$ cat src/rtl/vy_hakem.sv
// Two-requester arbiter (l1b=0, l1v=1) for one memory bus port; one transaction outstanding; 1-cycle accept-to-downstream latency.
// Read responses pass straight through to the owner. Backpressure holds the block in ISTEK or YANIT.
// VY_HAKEM_VERI_ONCELIK_EN selects fixed l1v priority on ties; the default is round-robin.
module vy_hakem #(
  parameter int ADRES_BIT = 32,
  parameter int BLOK_BIT  = 128
) (
  input  logic                  clk_i,
  input  logic                  rstn_i,
  input  logic [2*ADRES_BIT-1:0] k_istek_adres_i,
  input  logic [1:0]            k_istek_gecerli_i,
  input  logic [1:0]            k_istek_yaz_i,
  input  logic [2*BLOK_BIT-1:0] k_istek_veri_i,
  output logic [1:0]            k_istek_hazir_o,
  output logic [BLOK_BIT-1:0]   k_veri_o,
  output logic [1:0]            k_veri_gecerli_o,
  input  logic [1:0]            k_veri_hazir_i,
  output logic [ADRES_BIT-1:0]  vy_istek_adres_o,
  output logic                  vy_istek_gecerli_o,
  input  logic                  vy_istek_hazir_i,
  output logic                  vy_istek_yaz_o,
  output logic [BLOK_BIT-1:0]   vy_istek_veri_o,
  input  logic [BLOK_BIT-1:0]   vy_veri_i,
  input  logic                  vy_veri_gecerli_i,
  output logic                  vy_veri_hazir_o
);

  typedef enum logic [1:0] {BOSTA, ISTEK, YANIT} durum_t;

  durum_t               durum_q, durum_d;
  logic                 sahip_q, sahip_d;
  logic                 son_sahip_q, son_sahip_d;
  logic [ADRES_BIT-1:0] adres_q, adres_d;
  logic                 yaz_q, yaz_d;
  logic [BLOK_BIT-1:0]  veri_q, veri_d;
  logic                 vy_istek_gecerli_q, vy_istek_gecerli_d;

  logic g;
  logic herhangi;

  always_comb begin
    g = 1'b0;
    case (k_istek_gecerli_i)
      2'b01:   g = 1'b0;
      2'b10:   g = 1'b1;
`ifdef VY_HAKEM_VERI_ONCELIK_EN
      2'b11:   g = 1'b1;
`else
      2'b11:   g = ~son_sahip_q;
`endif
      default: g = 1'b0;
    endcase
    herhangi = |k_istek_gecerli_i;
  end

  always_comb begin
    durum_d            = durum_q;
    sahip_d            = sahip_q;
    son_sahip_d        = son_sahip_q;
    adres_d            = adres_q;
    yaz_d              = yaz_q;
    veri_d             = veri_q;
    vy_istek_gecerli_d = vy_istek_gecerli_q;
    k_istek_hazir_o    = 2'b00;
    k_veri_o           = '0;
    k_veri_gecerli_o   = 2'b00;
    vy_veri_hazir_o    = 1'b0;

    case (durum_q)
      BOSTA: begin
        // Ready is gated by reset so every output is low while rstn_i is asserted.
        if (herhangi && rstn_i) begin
          k_istek_hazir_o[g] = 1'b1;
          adres_d            = k_istek_adres_i[g*ADRES_BIT +: ADRES_BIT];
          yaz_d              = k_istek_yaz_i[g];
          veri_d             = k_istek_veri_i[g*BLOK_BIT +: BLOK_BIT];
          sahip_d            = g;
          son_sahip_d        = g;
          vy_istek_gecerli_d = 1'b1;
          durum_d            = ISTEK;
        end
      end
      ISTEK: begin
        if (vy_istek_hazir_i) begin
          vy_istek_gecerli_d = 1'b0;
          durum_d            = yaz_q ? BOSTA : YANIT;
        end
      end
      YANIT: begin
        k_veri_o                  = vy_veri_i;
        k_veri_gecerli_o[sahip_q] = vy_veri_gecerli_i;
        vy_veri_hazir_o           = k_veri_hazir_i[sahip_q];
        if (vy_veri_gecerli_i && k_veri_hazir_i[sahip_q]) durum_d = BOSTA;
      end
      default: durum_d = BOSTA;
    endcase
  end

  always_ff @(posedge clk_i or negedge rstn_i) begin
    if (!rstn_i) begin
      durum_q            <= BOSTA;
      sahip_q            <= 1'b0;
      son_sahip_q        <= 1'b1;
      adres_q            <= '0;
      yaz_q              <= 1'b0;
      veri_q             <= '0;
      vy_istek_gecerli_q <= 1'b0;
    end else begin
      durum_q            <= durum_d;
      sahip_q            <= sahip_d;
      son_sahip_q        <= son_sahip_d;
      adres_q            <= adres_d;
      yaz_q              <= yaz_d;
      veri_q             <= veri_d;
      vy_istek_gecerli_q <= vy_istek_gecerli_d;
    end
  end

  assign vy_istek_adres_o   = adres_q;
  assign vy_istek_yaz_o     = yaz_q;
  assign vy_istek_veri_o    = veri_q;
  assign vy_istek_gecerli_o = vy_istek_gecerli_q;

endmodule

$ cat config.mk
export PLATFORM = sky130hd
export DESIGN_NAME = vy_hakem
export DESIGN_NICKNAME = d
export VERILOG_FILES = /design/src/rtl/vy_hakem.sv
export SDC_FILE = /design/constraint.sdc
export NUM_CORES = 1
export LEC_CHECK = 0
export CORE_AREA = 5 5 288 290
export CTS_CLUSTER_SIZE = 28
export DETAILED_ROUTE_END_ITERATION = 6
export DIE_AREA = 0 0 293 295
export PLACE_DENSITY_LB_ADDON = 0.1
export SETUP_SLACK_MARGIN = 0.4
export SYNTH_ARGS = -nofsm -noshare
export SYNTH_HDL_FRONTEND = slang
export SYNTH_SLANG_ARGS = --single-unit
$ cat constraint.sdc
create_clock -name clk_i -period 2.2 [get_ports clk_i]
set_input_delay 0.22 -clock clk_i [delete_from_list [all_inputs] [get_ports clk_i]]
set_output_delay 0.22 -clock clk_i [all_outputs]
set_load 0.05 [all_outputs]
==> flow_summary.json <==
{
  "nFillCells": 8336,
  "wire_per_inst_microns": 26.2,
  "cts_sinks": 166,
  "crit_fanout": 5,
  "grt_max_degree": 125,
  "finalWeightedCongestion": 0.812,
  "cts_made_buffers": 17,
  "p_seq_share_pct": 18.3,
  "synth_seq_cells": 166,
  "core.rowCount": 104,
  "setup_violations": 0,
  "maxCapViolCount": 0,
  "antenna_found_initial": 36,
  "hpwlAfterDp_microns": 51100,
  "min_path_type": "input port to flop",
  "dieArea_sq_mm": 0.0864,
  "maxSlewHeadroom_pct": 33.5,
  "vias": 11000,
  "grt_pass1_wl_microns": 89500,
  "htreeDepth": 4,
  "intPower_mw": 14.7,
  "post-place-cells": 2658,
  "cpMaxStageDelayCell": "dfrtp_2",
  "yosysSeqAreaShare_pct": 46.1,
  "yosys_most_used_dff": "dfrtp_1",
  "p_per_area_mw_per_mm2": 1280,
  "worstPathArrival_ns": 1.78,
  "drc": 0,
  "viasPerCell": 3.96,
  "synth_cells": 906,
  "period_minus_slack_ns": 2.00,
  "start_util_pct": 11.3,
  "finalHoldViolCount": 0,
  "nets": 2141,
  "finalNonFillerCells": 2775,
  "finalCritPeriodShare_pct": 90.9,
  "cp-start-kind": "flop",
  "critPathRequiredTime_ns": 1.98,
  "switching_share_pct": 49.8,
  "tightest_slew_ns": 0.997,
  "syn_to_final_growth_pct": 153,
  "die_w_microns": 293,
  "syn_nets": 1364,
  "cts_tree": "built",
  "fin_skew_ns": 0.0239,
  "cts_buffer_depth": 2,
  "core_area_sq_mm": 0.0800,
  "fmax_mhz": 500,
  "p_leak_nw": 10.6,
  "fin_tns_setup_ns": 0,
  "cts_root_buf": "clkbuf_16",
  "drive_gt1_share_pct": 31.2,
  "outcome": "complete, no violations",
  "pwr-share-clk_pct": 12.2,
  "worstSetupPathType": "flop to output port",
  "first_iter_violations": 502,
  "cts.clk_slew.worst_paths_ns": 0.06,
  "ant_nets": 0,
  "insertion_delay_ns": 0.49,
  "mostFrequentLayoutCells": "455 x clkdlybuf4s50_1, 165 x nand2_1, 163 x dfrtp_1",
  "drt_wl_total_microns": 72800,
  "endpoint_kind": "output port",
  "first_pass_iters": 4,
  "whs_path_depth": 4,
  "critPathMaxStageDelay_ns": 0.44,
  "grt_usage_pct": 14.4,
  "numPortBuffers": 752,
  "syn_avg_cell_area_sq_um": 9.96,
  "grt_overflow": 0,
  "switching_power_mw": 14.6,
  "drv_slew": 0,
  "path_cells": "or3b_4 -> nor3b_4 -> buf_12",
  "critical_path_buf_inv_count": 1,
  "syn_area_sq_mm": 0.00902,
  "crit_family": "simple AND/OR/NAND/NOR gates",
  "r2r_cells": 8,
  "rsz0062_at_grt": "true",
  "grt_pass1_vias": 11200,
  "synth_cell_types": 25,
  "synth_edf_count": 0,
  "async_flop_share_pct": 100,
  "layout_commonest_cell": "clkdlybuf4s50_1",
  "ioPinCount": 753,
  "ir_drop_uv": 473,
  "p_comb_share_pct": 69.5,
  "cp.depth": 3,
  "ys_warn_count": 0,
  "die-height_microns": 295
}
state kept, by name, indices dropped and copies added (netlist names):
register            flops
vy_istek_yaz_o          1
durum_q                 2
vy_istek_adres_o       32
sahip_q                 1
vy_istek_veri_o       128
vy_istek_gecerli_o      1
son_sahip_q             1
cell families after synthesis:
group / synth area share [%]
muxes: 0.111
and+or+nand+nor: 30.0
buffers and inverters: 5.67
DFF: 46.1
AOI/OAI and AO/OA: 18.2
power by group through the flow:
stage / Clock [mW] / Sequential, mW / Combinational, mW
after floorplan: 0 / 10.2 / 5.08
after global placement: 0 / 5.43 / 17.9
after detailed placement: 0 / 5.40 / 17.9
after CTS: 3.77 / 5.40 / 18.1
after global routing: 3.86 / 5.55 / 21.2
final: 3.59 / 5.37 / 20.4
metrics by stage:
stage / area (sq um) / util, % / power [mW] / worst slack [ns] / hold slack [ns]
floorplan: 9040 / - / 15.3 / 0.283 / -0.0756
global placement: 19300 / 24.1 / 23.3 / 0.182 / 0.465
detailed placement: 19300 / 24.1 / 23.3 / 0.168 / 0.471
CTS: 20100 / 25.1 / 27.3 / 0.0943 / -0.0834
global route: 22800 / 28.5 / 30.6 / 0.130 / 0.234
finish: 22800 / 28.5 / 29.3 / 0.200 / 0.257
synth_stat cells (all sizes together), types with 2 or more instances:
library cell	count	area share, %
o21ai	4	0.22
buf	43	3.0
nor3b	2	0.29
a21oi	2	0.11
dfrtp	165	46
nor2b	3	0.21
nor2	2	0.083
nand2	165	6.9
nor3	161	13
a221o	161	18
clkbuf	61	2.5
inv	3	0.12
and2	128	8.9
final timing paths:
path                                   endpoint  slack [ns]                 start
setup / recovery             k_istek_hazir_o[0]        0.20            durum_q[1]
hold / removal               vy_istek_gecerli_o        0.26  k_istek_gecerli_i[0]
setup reg to reg            vy_istek_adres_o[4]        0.22            durum_q[1]
hold reg to reg                     son_sahip_q        0.49           son_sahip_q
max in group asynchronous  vy_istek_adres_o[30]        0.92                rstn_i
min in group asynchronous  vy_istek_veri_o[116]        0.49                rstn_i
layer usage:
layer	up-vias	wire length, microns	share of wire (%)	GRT usage (%)
met5	-	174	0.24	0
met4	26	1920	2.6	4.94
met3	90	5590	7.7	5.28
met2	458	38600	53	26.8
met1	5519	26500	36	14.9
li1	4909	-	-	-
worst reg2reg max path: stages, from the launching register on:
cell and delay (ns):
dfrtp_2 0.44, or3b_4 0.43, buf_6 0.14, buf_12 0.14, buf_16 0.16, buf_12 0.16, buf_12 0.17, nor3_2 0.16
a221o_1 0.13
repair_timing:
item	CTS	global route
setup endpoints to repair	445	443
gates cloned	0	29
resized for setup	22	471
hold endpoints to repair	146	87
setup buffers	8	28
pin swaps	3	128
cell type report:
type	count	area (sq um)	area share [%]
Sequential cell	166	4160	18.2
Inverter	3	11.3	0.0493
Timing Repair Buffer	862	11000	48.3
Tap cell	1060	1330	5.81
Clock buffer	18	439	1.92
Multi-Input combinational cell	633	5610	24.6
Clock inverter	13	209	0.915
Antenna cell	20	50.0	0.219
(Power assumes the default switching activity.)
